--- src/rtl/router_pkg.sv ---
// router_pkg: shared definitions for the router block (FSM, channel FIFOs,
// synchronizer).
//   N_CH_DEF / AW_DEF : default channel count and header address width.
//   state_e           : 4-bit router FSM state encoding.
package router_pkg;

    localparam int N_CH_DEF = 3;
    localparam int AW_DEF   = 2;

    typedef enum logic [3:0] {
        DECODE_ADDRESS     = 4'd0,
        LOAD_FIRST_DATA    = 4'd1,
        WAIT_TILL_EMPTY    = 4'd2,
        LOAD_DATA          = 4'd3,
        FIFO_FULL_STATE    = 4'd4,
        LOAD_PARITY        = 4'd5,
        LOAD_AFTER_FULL    = 4'd6,
        CHECK_PARITY_ERROR = 4'd7,
        DROP_PACKET        = 4'd8
    } state_e;

endpackage

--- src/rtl/router_fsm_nch_if.sv ---
// router_fsm_nch_if: control bundle between the router FSM and its
// surroundings (source, channel FIFOs, synchronizer).
//   master : source/FIFO side, drives packet and FIFO status, sees strobes.
//   slave  : FSM side, receives status, drives state strobes, ch_sel, drop_err.
interface router_fsm_nch_if
    import router_pkg::*;
#(
    parameter int N_CH = N_CH_DEF,
    parameter int AW   = AW_DEF
) ();

    logic            pkt_valid;
    logic [AW-1:0]   data_in;
    logic            fifo_full;
    logic [N_CH-1:0] fifo_empty;
    logic [N_CH-1:0] soft_reset;
    logic            parity_done;
    logic            low_packet_valid;

    logic            detect_add;
    logic            lfd_state;
    logic            ld_state;
    logic            laf_state;
    logic            full_state;
    logic            write_enb_reg;
    logic            reset_int_reg;
    logic            busy;
    logic [AW-1:0]   ch_sel;
    logic            drop_err;

    modport master (
        output pkt_valid, data_in, fifo_full, fifo_empty, soft_reset,
               parity_done, low_packet_valid,
        input  detect_add, lfd_state, ld_state, laf_state, full_state,
               write_enb_reg, reset_int_reg, busy, ch_sel, drop_err
    );

    modport slave (
        input  pkt_valid, data_in, fifo_full, fifo_empty, soft_reset,
               parity_done, low_packet_valid,
        output detect_add, lfd_state, ld_state, laf_state, full_state,
               write_enb_reg, reset_int_reg, busy, ch_sel, drop_err
    );

endinterface

--- src/rtl/router_fsm_nch.sv ---
// router_fsm_nch: packet router control FSM for N_CH destination channels.
//   clock  : single rising-edge clock.
//   resetn : synchronous active-low reset.
//   bus    : slave side of router_fsm_nch_if (packet/FIFO status in,
//            Moore state strobes, latched ch_sel and drop_err pulse out).
module router_fsm_nch
    import router_pkg::*;
#(
    parameter int N_CH = N_CH_DEF,
    parameter int AW   = AW_DEF
) (
    input  logic              clock,
    input  logic              resetn,
    router_fsm_nch_if.slave   bus
);

    // One extra bit so the compare stays meaningful when N_CH == 2**AW.
    localparam logic [AW:0] NCH_LIM = (AW+1)'(N_CH);

    state_e        state_q, state_d;
    logic [AW-1:0] ch_sel_q, ch_sel_d;
    logic          drop_err_q, drop_err_d;
    logic          addr_bad;

    assign addr_bad = ({1'b0, bus.data_in} >= NCH_LIM);

    always_comb begin
        state_d    = state_q;
        ch_sel_d   = ch_sel_q;
        drop_err_d = 1'b0;
        case (state_q)
            DECODE_ADDRESS: begin
                if (bus.pkt_valid) begin
                    if (addr_bad) begin
                        state_d    = DROP_PACKET;
                        // Registered so it is high on the first DROP_PACKET cycle only.
                        drop_err_d = 1'b1;
                    end else begin
                        ch_sel_d = bus.data_in;
                        state_d  = bus.fifo_empty[bus.data_in] ? LOAD_FIRST_DATA
                                                               : WAIT_TILL_EMPTY;
                    end
                end
            end
            LOAD_FIRST_DATA:    state_d = LOAD_DATA;
            WAIT_TILL_EMPTY:    if (bus.fifo_empty[ch_sel_q]) state_d = LOAD_FIRST_DATA;
            LOAD_DATA: begin
                if (bus.fifo_full)       state_d = FIFO_FULL_STATE;
                else if (!bus.pkt_valid) state_d = LOAD_PARITY;
            end
            FIFO_FULL_STATE:    if (!bus.fifo_full) state_d = LOAD_AFTER_FULL;
            LOAD_AFTER_FULL: begin
                if (bus.parity_done)           state_d = DECODE_ADDRESS;
                else if (bus.low_packet_valid) state_d = LOAD_PARITY;
                else                           state_d = LOAD_DATA;
            end
            LOAD_PARITY:        state_d = CHECK_PARITY_ERROR;
            CHECK_PARITY_ERROR: state_d = bus.fifo_full ? FIFO_FULL_STATE : DECODE_ADDRESS;
            DROP_PACKET:        if (!bus.pkt_valid) state_d = DECODE_ADDRESS;
            default:            state_d = DECODE_ADDRESS;
        endcase
        // Soft reset from the selected FIFO aborts an in-flight packet; it has
        // no meaning while idle or while dropping (no channel owned).
        if (state_q != DECODE_ADDRESS && state_q != DROP_PACKET &&
            bus.soft_reset[ch_sel_q])
            state_d = DECODE_ADDRESS;
    end

    always_ff @(posedge clock) begin
        if (!resetn) begin
            state_q    <= DECODE_ADDRESS;
            ch_sel_q   <= '0;
            drop_err_q <= 1'b0;
        end else begin
            state_q    <= state_d;
            ch_sel_q   <= ch_sel_d;
            drop_err_q <= drop_err_d;
        end
    end

    assign bus.detect_add    = (state_q == DECODE_ADDRESS);
    assign bus.lfd_state     = (state_q == LOAD_FIRST_DATA);
    assign bus.ld_state      = (state_q == LOAD_DATA);
    assign bus.laf_state     = (state_q == LOAD_AFTER_FULL);
    assign bus.full_state    = (state_q == FIFO_FULL_STATE);
    assign bus.reset_int_reg = (state_q == CHECK_PARITY_ERROR);
    assign bus.write_enb_reg = (state_q == LOAD_DATA) || (state_q == LOAD_PARITY) ||
                               (state_q == LOAD_AFTER_FULL);
    assign bus.busy          = (state_q == LOAD_FIRST_DATA) || (state_q == WAIT_TILL_EMPTY) ||
                               (state_q == FIFO_FULL_STATE) || (state_q == LOAD_AFTER_FULL) ||
                               (state_q == LOAD_PARITY) || (state_q == CHECK_PARITY_ERROR);
    assign bus.ch_sel        = ch_sel_q;
    assign bus.drop_err      = drop_err_q;

endmodule

--- src/flat_wrapper.sv ---
// flat-port wrapper written by rule: the top's interface ports become plain ports
module router_fsm_nch_flat import router_pkg::*;
#(
    parameter int N_CH = N_CH_DEF,
    parameter int AW   = AW_DEF
)
  (clock, resetn, bus_pkt_valid, bus_data_in, bus_fifo_full, bus_fifo_empty, bus_soft_reset, bus_parity_done, bus_low_packet_valid, bus_detect_add, bus_lfd_state, bus_ld_state, bus_laf_state, bus_full_state, bus_write_enb_reg, bus_reset_int_reg, bus_busy, bus_ch_sel, bus_drop_err);
  router_fsm_nch_if #(.N_CH(N_CH), .AW(AW)) bus_i ();
  input  logic clock;
  input  logic resetn;
  input wire logic [$bits(bus_i.pkt_valid)-1:0] bus_pkt_valid;
  input wire logic [$bits(bus_i.data_in)-1:0] bus_data_in;
  input wire logic [$bits(bus_i.fifo_full)-1:0] bus_fifo_full;
  input wire logic [$bits(bus_i.fifo_empty)-1:0] bus_fifo_empty;
  input wire logic [$bits(bus_i.soft_reset)-1:0] bus_soft_reset;
  input wire logic [$bits(bus_i.parity_done)-1:0] bus_parity_done;
  input wire logic [$bits(bus_i.low_packet_valid)-1:0] bus_low_packet_valid;
  output wire logic [$bits(bus_i.detect_add)-1:0] bus_detect_add;
  output wire logic [$bits(bus_i.lfd_state)-1:0] bus_lfd_state;
  output wire logic [$bits(bus_i.ld_state)-1:0] bus_ld_state;
  output wire logic [$bits(bus_i.laf_state)-1:0] bus_laf_state;
  output wire logic [$bits(bus_i.full_state)-1:0] bus_full_state;
  output wire logic [$bits(bus_i.write_enb_reg)-1:0] bus_write_enb_reg;
  output wire logic [$bits(bus_i.reset_int_reg)-1:0] bus_reset_int_reg;
  output wire logic [$bits(bus_i.busy)-1:0] bus_busy;
  output wire logic [$bits(bus_i.ch_sel)-1:0] bus_ch_sel;
  output wire logic [$bits(bus_i.drop_err)-1:0] bus_drop_err;
  assign bus_i.pkt_valid = bus_pkt_valid;
  assign bus_i.data_in = bus_data_in;
  assign bus_i.fifo_full = bus_fifo_full;
  assign bus_i.fifo_empty = bus_fifo_empty;
  assign bus_i.soft_reset = bus_soft_reset;
  assign bus_i.parity_done = bus_parity_done;
  assign bus_i.low_packet_valid = bus_low_packet_valid;
  assign bus_detect_add = bus_i.detect_add;
  assign bus_lfd_state = bus_i.lfd_state;
  assign bus_ld_state = bus_i.ld_state;
  assign bus_laf_state = bus_i.laf_state;
  assign bus_full_state = bus_i.full_state;
  assign bus_write_enb_reg = bus_i.write_enb_reg;
  assign bus_reset_int_reg = bus_i.reset_int_reg;
  assign bus_busy = bus_i.busy;
  assign bus_ch_sel = bus_i.ch_sel;
  assign bus_drop_err = bus_i.drop_err;
  router_fsm_nch #(.N_CH(N_CH), .AW(AW)) u_core (.clock(clock), .resetn(resetn), .bus(bus_i));
endmodule
--- config.mk ---
export PLATFORM = sky130hd
export DESIGN_NAME = router_fsm_nch_flat
export DESIGN_NICKNAME = d
export VERILOG_FILES = /design/src/rtl/router_pkg.sv /design/src/rtl/router_fsm_nch_if.sv /design/src/rtl/router_fsm_nch.sv /design/src/flat_wrapper.sv
export SDC_FILE = /design/constraint.sdc
export NUM_CORES = 1
export LEC_CHECK = 0
export BUFFER_PORTS_ARGS = -buffer_cell sky130_fd_sc_hd__buf_2
export CORE_MARGIN = 10
export CORE_UTILIZATION = 46
export CTS_CLUSTER_SIZE = 12
export DETAILED_ROUTE_END_ITERATION = 12
export PLACE_DENSITY = 0.77
export SLEW_MARGIN = 20
export SYNTH_ARGS = -nofsm -noshare
export SYNTH_HDL_FRONTEND = slang
export SYNTH_SLANG_ARGS = --single-unit
--- constraint.sdc ---
create_clock -name clock -period 2.15 [get_ports clock]
set_input_delay 0.645 -clock clock [delete_from_list [all_inputs] [get_ports clock]]
set_output_delay 0.645 -clock clock [all_outputs]
set_load 0.005 [all_outputs]
-- After elaboration in Yosys (flattened, before gate mapping)
Index checks and enable logic that the tools add are counted.
Widths: inputs -> output; s select.
- output and inout bits: 11
- register bits after elaboration: 7
- word-level logic and storage cells: 56
- input port bits: 14
- $lt $le $gt $ge: 3
- bitwise operators: 2
- reductions and logical operators: 15
- equal/unequal tests: 14
- muxes and demuxes: 19
- operators with widths (cell ; count):
    $pmux 4 s9 ; 1
    $mux 4 ; 8
    $eq 4x3->1 const B ; 4
    $eq 4x2->1 const B ; 2
    $logic_or 1x1->1 ; 7
    $bmux 1 s2 ; 3
    $lt 2x3->1 const B ; 2
    $mux 3 ; 2
    $ne 2x2->1 const B ; 3
    $reduce_and 3->1 ; 2
    $reduce_and 5->1 ; 1
    $eq 4x1->1 const B ; 1
    $eq 4x4->1 const B ; 1
    $logic_not 4->1 ; 1
    $mux 1 ; 4
    $ne 4x4->1 const B ; 1
    $reduce_bool 4->1 ; 1
    $ne 3x3->1 const B ; 1
    $ge 2x2->1 const B ; 1
    $logic_and 1x1->1 ; 2
    $mux 2 ; 1
    $ne 2x1->1 const B ; 1
    $not 1->1 ; 2
    $reduce_or 2->1 ; 1

-- Depth between registers and ports, before layout
- depth in word-level cells: 6
- mapped depth: 6
- gate-level depth less buffers: 5

-- Worst setup path after synthesis
OpenSTA, ideal clock, no wires.
- kind: register to output
- start: register u_core.state_q[1]
- end: output port bus_write_enb_reg
- setup slack: 0.433 ns
- buffers on the path: 2
- data required time: 1.505 ns
- stages on the path, launching flop included: 6
- data arrival time: 1.072 ns
- cell sequence: dfxtp_1 buf_6 clkbuf_1 xor2_1 a21oi_1 nor2_1
- longest elaborated chain between the ends: 3
- elaborated cells on any way between the ends: 5
- classes of those cells: 3 x eq/ne; 2 x reduce/logical
- ends and longest elaborated chain (item ; line ; text):
    start: declaration ; router_fsm_nch.sv:20 ; state_e state_q, state_d;
    start signal: assignment ; router_fsm_nch.sv:75 ; state_q <= state_d;
    $eq 4x2->1 / $eq 4x3->1 (equally long branches) ; router_fsm_nch.sv:87 ; assign bus.write_enb_reg = (state_q == LOAD_DATA) || (state_q == LOAD_PARITY) ||
    $logic_or 1x1->1 ; router_fsm_nch.sv:87 ;
    $logic_or 1x1->1 (*) ; router_fsm_nch.sv:87 ;
    end: declaration ; flat_wrapper.sv:23 ; output wire logic [$bits(bus_i.write_enb_reg)-1:0] bus_write_enb_reg;
Mark *: on every way between the ends. The rest lies on a longest branch, timed or not.

-- Worst setup path after layout
Ends and elaborated chain as after synthesis.

==> impl_metrics.prom <==
# TYPE chip_impl_metric gauge
chip_impl_metric{name="die_height",unit="um"} 56.5
chip_impl_metric{name="timing_hold_violations_final",unit=""} 0
chip_impl_info{name="rsz0062_at_grt",value="false"} 1
chip_impl_metric{name="initial_utilization",unit=""} 0.477
chip_impl_metric{name="synthCells",unit=""} 82
chip_impl_metric{name="grtUsageTotal",unit=""} 0.0990
chip_impl_metric{name="net_switching_share_of_the_total_power",unit=""} 0.427
chip_impl_metric{name="wire_per_inst",unit="um"} 13.5
chip_impl_metric{name="drt_iter0_drc",unit=""} 15
chip_impl_info{name="r2r-end",value="u_core.state_q[2]"} 1
chip_impl_info{name="reg2reg_from",value="u_core.state_q[1]"} 1
chip_impl_metric{name="period_share",unit=""} 0.965
chip_impl_info{name="worst_path_max_delay_cell",value="dfxtp_1"} 1
chip_impl_metric{name="layout.nets",unit=""} 121
chip_impl_metric{name="grt_max_degree",unit=""} 16
chip_impl_metric{name="slew-limit-headroom",unit=""} 0.660
chip_impl_info{name="result_of_the_run",value="finished, final reports clean"} 1
chip_impl_info{name="worstSetupEndpointType",value="output pin"} 1
chip_impl_metric{name="detail_route.drc_violations",unit=""} 0
chip_impl_info{name="critical-path-top-cell-by-count",value="nor2_1"} 1
chip_impl_info{name="critical_path_class",value="flop to output pin"} 1
chip_impl_metric{name="power_leakage",unit="nW"} 0.360
chip_impl_metric{name="timing.setup.tns",unit="ns"} 0
chip_impl_metric{name="worst_pin_slew",unit="ns"} 0.510
chip_impl_metric{name="worstSkewPairLatency",unit="ns"} 0.25
chip_impl_metric{name="hold_buffers",unit=""} 0
chip_impl_metric{name="design.die.area",unit="um^2"} 3190
chip_impl_info{name="startpoint_type",value="flop"} 1
chip_impl_metric{name="fmax",unit="MHz"} 482
chip_impl_metric{name="cellPowerDensity",unit="nW/um^2"} 1010
chip_impl_metric{name="detail_route.wirelength",unit="mm"} 1.63
chip_impl_metric{name="library_cells_used_by_synthesis",unit=""} 35
chip_impl_metric{name="power.sequential.fraction",unit=""} 0.302
chip_impl_metric{name="post_cts_resize_count",unit=""} 0
chip_impl_metric{name="drt-pass1-iter-count",unit=""} 4
chip_impl_metric{name="cts_max_level",unit=""} 1
chip_impl_metric{name="worst_setup_hold_path_clk_slew",unit="ns"} 0.05
chip_impl_metric{name="cts_setup_buffers",unit=""} 0
chip_impl_metric{name="routabilityCongestion",unit=""} 0.856
chip_impl_metric{name="placementRows",unit=""} 13
chip_impl_info{name="cts_tree",value="yes"} 1
chip_impl_info{name="first_element_of_the_critical_path",value="u_core.state_q[1]"} 1
chip_impl_metric{name="synth.yosys.seq_area_share",unit=""} 0.229
chip_impl_metric{name="vdd_ir_drop_max",unit="uV"} 564
chip_impl_metric{name="crit_buf_inv",unit=""} 1
chip_impl_metric{name="fp.coreArea",unit="um^2"} 1280
chip_impl_metric{name="clock_power_share",unit=""} 0.156
chip_impl_metric{name="grt_antenna_before_repair",unit=""} 0
chip_impl_metric{name="data_arrival_time_of_the_critical_path",unit="ns"} 1.43
chip_impl_metric{name="clock_skew",unit="ns"} 0.00162
chip_impl_metric{name="grt_remaining_overflow",unit=""} 0
chip_impl_metric{name="maxcap_viol_count",unit=""} 0
chip_impl_metric{name="boundary_pins",unit=""} 25
chip_impl_metric{name="postRouteAntennaNets",unit=""} 0
chip_impl_metric{name="power.switching",unit="W"} 0.000330
chip_impl_metric{name="n_fill_cell",unit=""} 121
chip_impl_metric{name="flow.area_growth_from_synthesis",unit="%"} 24.5
chip_impl_metric{name="timing.critical_path.slowest_cell_delay",unit="ns"} 0.64
chip_impl_metric{name="timing.critical_path.required",unit="ns"} 1.50
chip_impl_metric{name="tritoncts.num_buffers",unit=""} 3
chip_impl_metric{name="combPwrFrac",unit=""} 0.541
chip_impl_metric{name="port_buffers",unit=""} 24
chip_impl_metric{name="clock_sinks",unit=""} 7
chip_impl_metric{name="cts-root-to-sink-buffers",unit=""} 2
chip_impl_info{name="worstHoldPathType",value="flop to flop"} 1
chip_impl_metric{name="worst-r2r-cell-count",unit=""} 6
chip_impl_metric{name="timing.critical_path.fanout_max",unit=""} 14
chip_impl_metric{name="final_util",unit=""} 0.594
chip_impl_metric{name="synth-warning-count",unit=""} 0
chip_impl_metric{name="syn-mean-instance-area",unit="um^2"} 7.48
chip_impl_metric{name="critical_path_cell_count",unit=""} 5
chip_impl_metric{name="ys_ff_latch",unit=""} 7
chip_impl_metric{name="antennaDiodeCount",unit=""} 0
chip_impl_metric{name="setup_violation_total_in_the_final_timing_report",unit=""} 0
chip_impl_metric{name="syn-cell-area",unit="um^2"} 613
chip_impl_info{name="cp_cell_sequence",value="nand2_1 > nor2_1 > a21oi_1 > nor2_1 > buf_2"} 1
chip_impl_metric{name="layout_min_cycle_time",unit="ns"} 2.07
chip_impl_metric{name="via_count_of_the_first_global_routing_pass",unit=""} 622
chip_impl_metric{name="die_boundary_width",unit="um"} 56.5
chip_impl_metric{name="avgViaCountPerCell",unit=""} 5.45
chip_impl_metric{name="global_route_wire_length_before_repair",unit="mm"} 2.72
chip_impl_metric{name="setup_slack_of_the_most_critical_reg_to_reg_path",unit="ns"} 0.29
chip_impl_metric{name="maxSlewViolCount",unit=""} 0
chip_impl_info{name="end_point_of_the_critical_path",value="bus_write_enb_reg"} 1
chip_impl_metric{name="vias",unit=""} 660
chip_impl_metric{name="place.detailed.hpwl",unit="mm"} 1.28
chip_impl_info{name="cts_root_buf",value="clkbuf_4"} 1
chip_impl_info{name="critical_path.top_delay_family",value="flip-flops"} 1
chip_impl_metric{name="drive_above_1_share",unit=""} 0.340
chip_impl_metric{name="p_int",unit="W"} 0.000442
chip_impl_metric{name="mappedNetlistNets",unit=""} 96
-- how the worst min path moves through the flow --
stage | startpoint | endpoint | slack [ns] | cells past startpoint
2_1_floorplan | u_core.state_q[3] | u_core.state_q[2] | 0.60 | 3
3_3_place_gp | u_core.bus.ch_sel[1] | u_core.bus.ch_sel[1] | 0.62 | 1
3_5_place_dp | u_core.bus.ch_sel[1] | u_core.bus.ch_sel[1] | 0.62 | 1
4_1_cts | u_core.bus.ch_sel[1] | u_core.bus.ch_sel[1] | 0.63 | 1
5_1_grt | u_core.bus.ch_sel[1] | u_core.bus.ch_sel[1] | 0.64 | 1
6_report | u_core.bus.ch_sel[1] | u_core.bus.ch_sel[1] | 0.63 | 1
-- stage by stage --
step	power, W	cell area, um^2	setup slack, ns	instances	hold WS (ns)
2_1_floorplan	0.000530	613	0.433	82	0.596
3_3_place_gp	0.000647	737	0.311	117	0.617
3_5_place_dp	0.000652	737	0.262	117	0.620
4_1_cts	0.000775	763	0.0603	121	0.630
5_1_grt	0.000836	763	0.00108	121	0.643
6_report	0.000772	763	0.0756	121	0.629
-- layout make-up --
class	count	area, um^2	area share
multi-input combinational	64	420	0.551
timing repair buffer	27	143	0.187
clock buffer	4	26.3	0.0344
sequential	7	140	0.184
inverter	4	15.0	0.0197
tap	15	18.8	0.0246
-- layout by cell type (no fill, tap or decap), types with 3 or more instances in the layout --
master / instances
a21oi_1: 7
buf_2: 24
buf_4: 3
clkbuf_4: 3
dfxtp_1: 7
inv_1: 4
mux2i_1: 4
nand2_1: 7
nand3_1: 3
nor2_1: 14
-- power by group through the flow --
stage	combinational, W	sequential [W]	clock, W
final	0.000418	0.000233	0.000121
after global routing	0.000466	0.000239	0.000131
after CTS	0.000418	0.000233	0.000124
after detailed placement	0.000417	0.000235	0
after global placement	0.000413	0.000234	0
after floorplan	0.000343	0.000187	0
-- Yosys cell counts --
| master | number | area (um^2) |
|---|---|---|
| nor4bb_1 | 1 | 10.0 |
| o32ai_1 | 1 | 8.76 |
| a31oi_1 | 1 | 6.26 |
| o21ai_0 | 2 | 10.0 |
| nand2_1 | 7 | 26.3 |
| mux2i_1 | 4 | 40.0 |
| dfxtp_1 | 7 | 140 |
| nor2b_1 | 1 | 6.26 |
| nor3_1 | 1 | 5.00 |
| nand3_1 | 3 | 15.0 |
| nand4b_1 | 1 | 8.76 |
| inv_1 | 4 | 15.0 |
| and3_1 | 2 | 12.5 |
| nand3b_1 | 2 | 15.0 |
| xor2_1 | 1 | 8.76 |
| a21boi_0 | 1 | 7.51 |
| nor4_1 | 1 | 6.26 |
| buf_6 | 1 | 11.3 |
| or2_1 | 1 | 6.26 |
| nor4_4 | 1 | 21.3 |
| o31ai_1 | 1 | 7.51 |
| nor3b_1 | 1 | 7.51 |
| o31a_1 | 1 | 8.76 |
| clkbuf_1 | 3 | 11.3 |
| a21o_1 | 1 | 7.51 |
| and4b_4 | 1 | 13.8 |
| a211oi_2 | 1 | 12.5 |
| o221a_2 | 2 | 22.5 |
| o221ai_1 | 1 | 8.76 |
| nor2_1 | 14 | 52.6 |
| o221ai_2 | 1 | 15.0 |
| a21oi_1 | 7 | 35.0 |
| buf_2 | 3 | 15.0 |
| or3_1 | 1 | 6.26 |
| nor4b_1 | 1 | 8.76 |
-- logic make-up after synthesis --
kind of cell / after synthesis / share of synthesized area
XOR/XNOR: 1 / 0.0143
multiplexers: 4 / 0.0653
buffers and inverters: 11 / 0.0857
AO/OA/AOI/OAI: 20 / 0.245
flip-flops: 7 / 0.229
AND/OR/NAND/NOR: 39 / 0.361
-- registers in the layout (all words and copies together) (netlist names) --
register and cells:
u_core.state_q 4, u_core.bus.ch_sel 2, u_core.bus.drop_err 1
-- metal layers --
layer  part of all wire  global-route usage  wire length [um]  vias to the layer above
li1                   -                   -                 -                      344
met1               0.49               0.121               791                      291
met2               0.45               0.152               737                       23
met3              0.055              0.0270                90                        2
met4             0.0067              0.0515                11                        0
met5                  0                   0                 0                        -
Note: power is estimated with default switching activity, not from simulation.
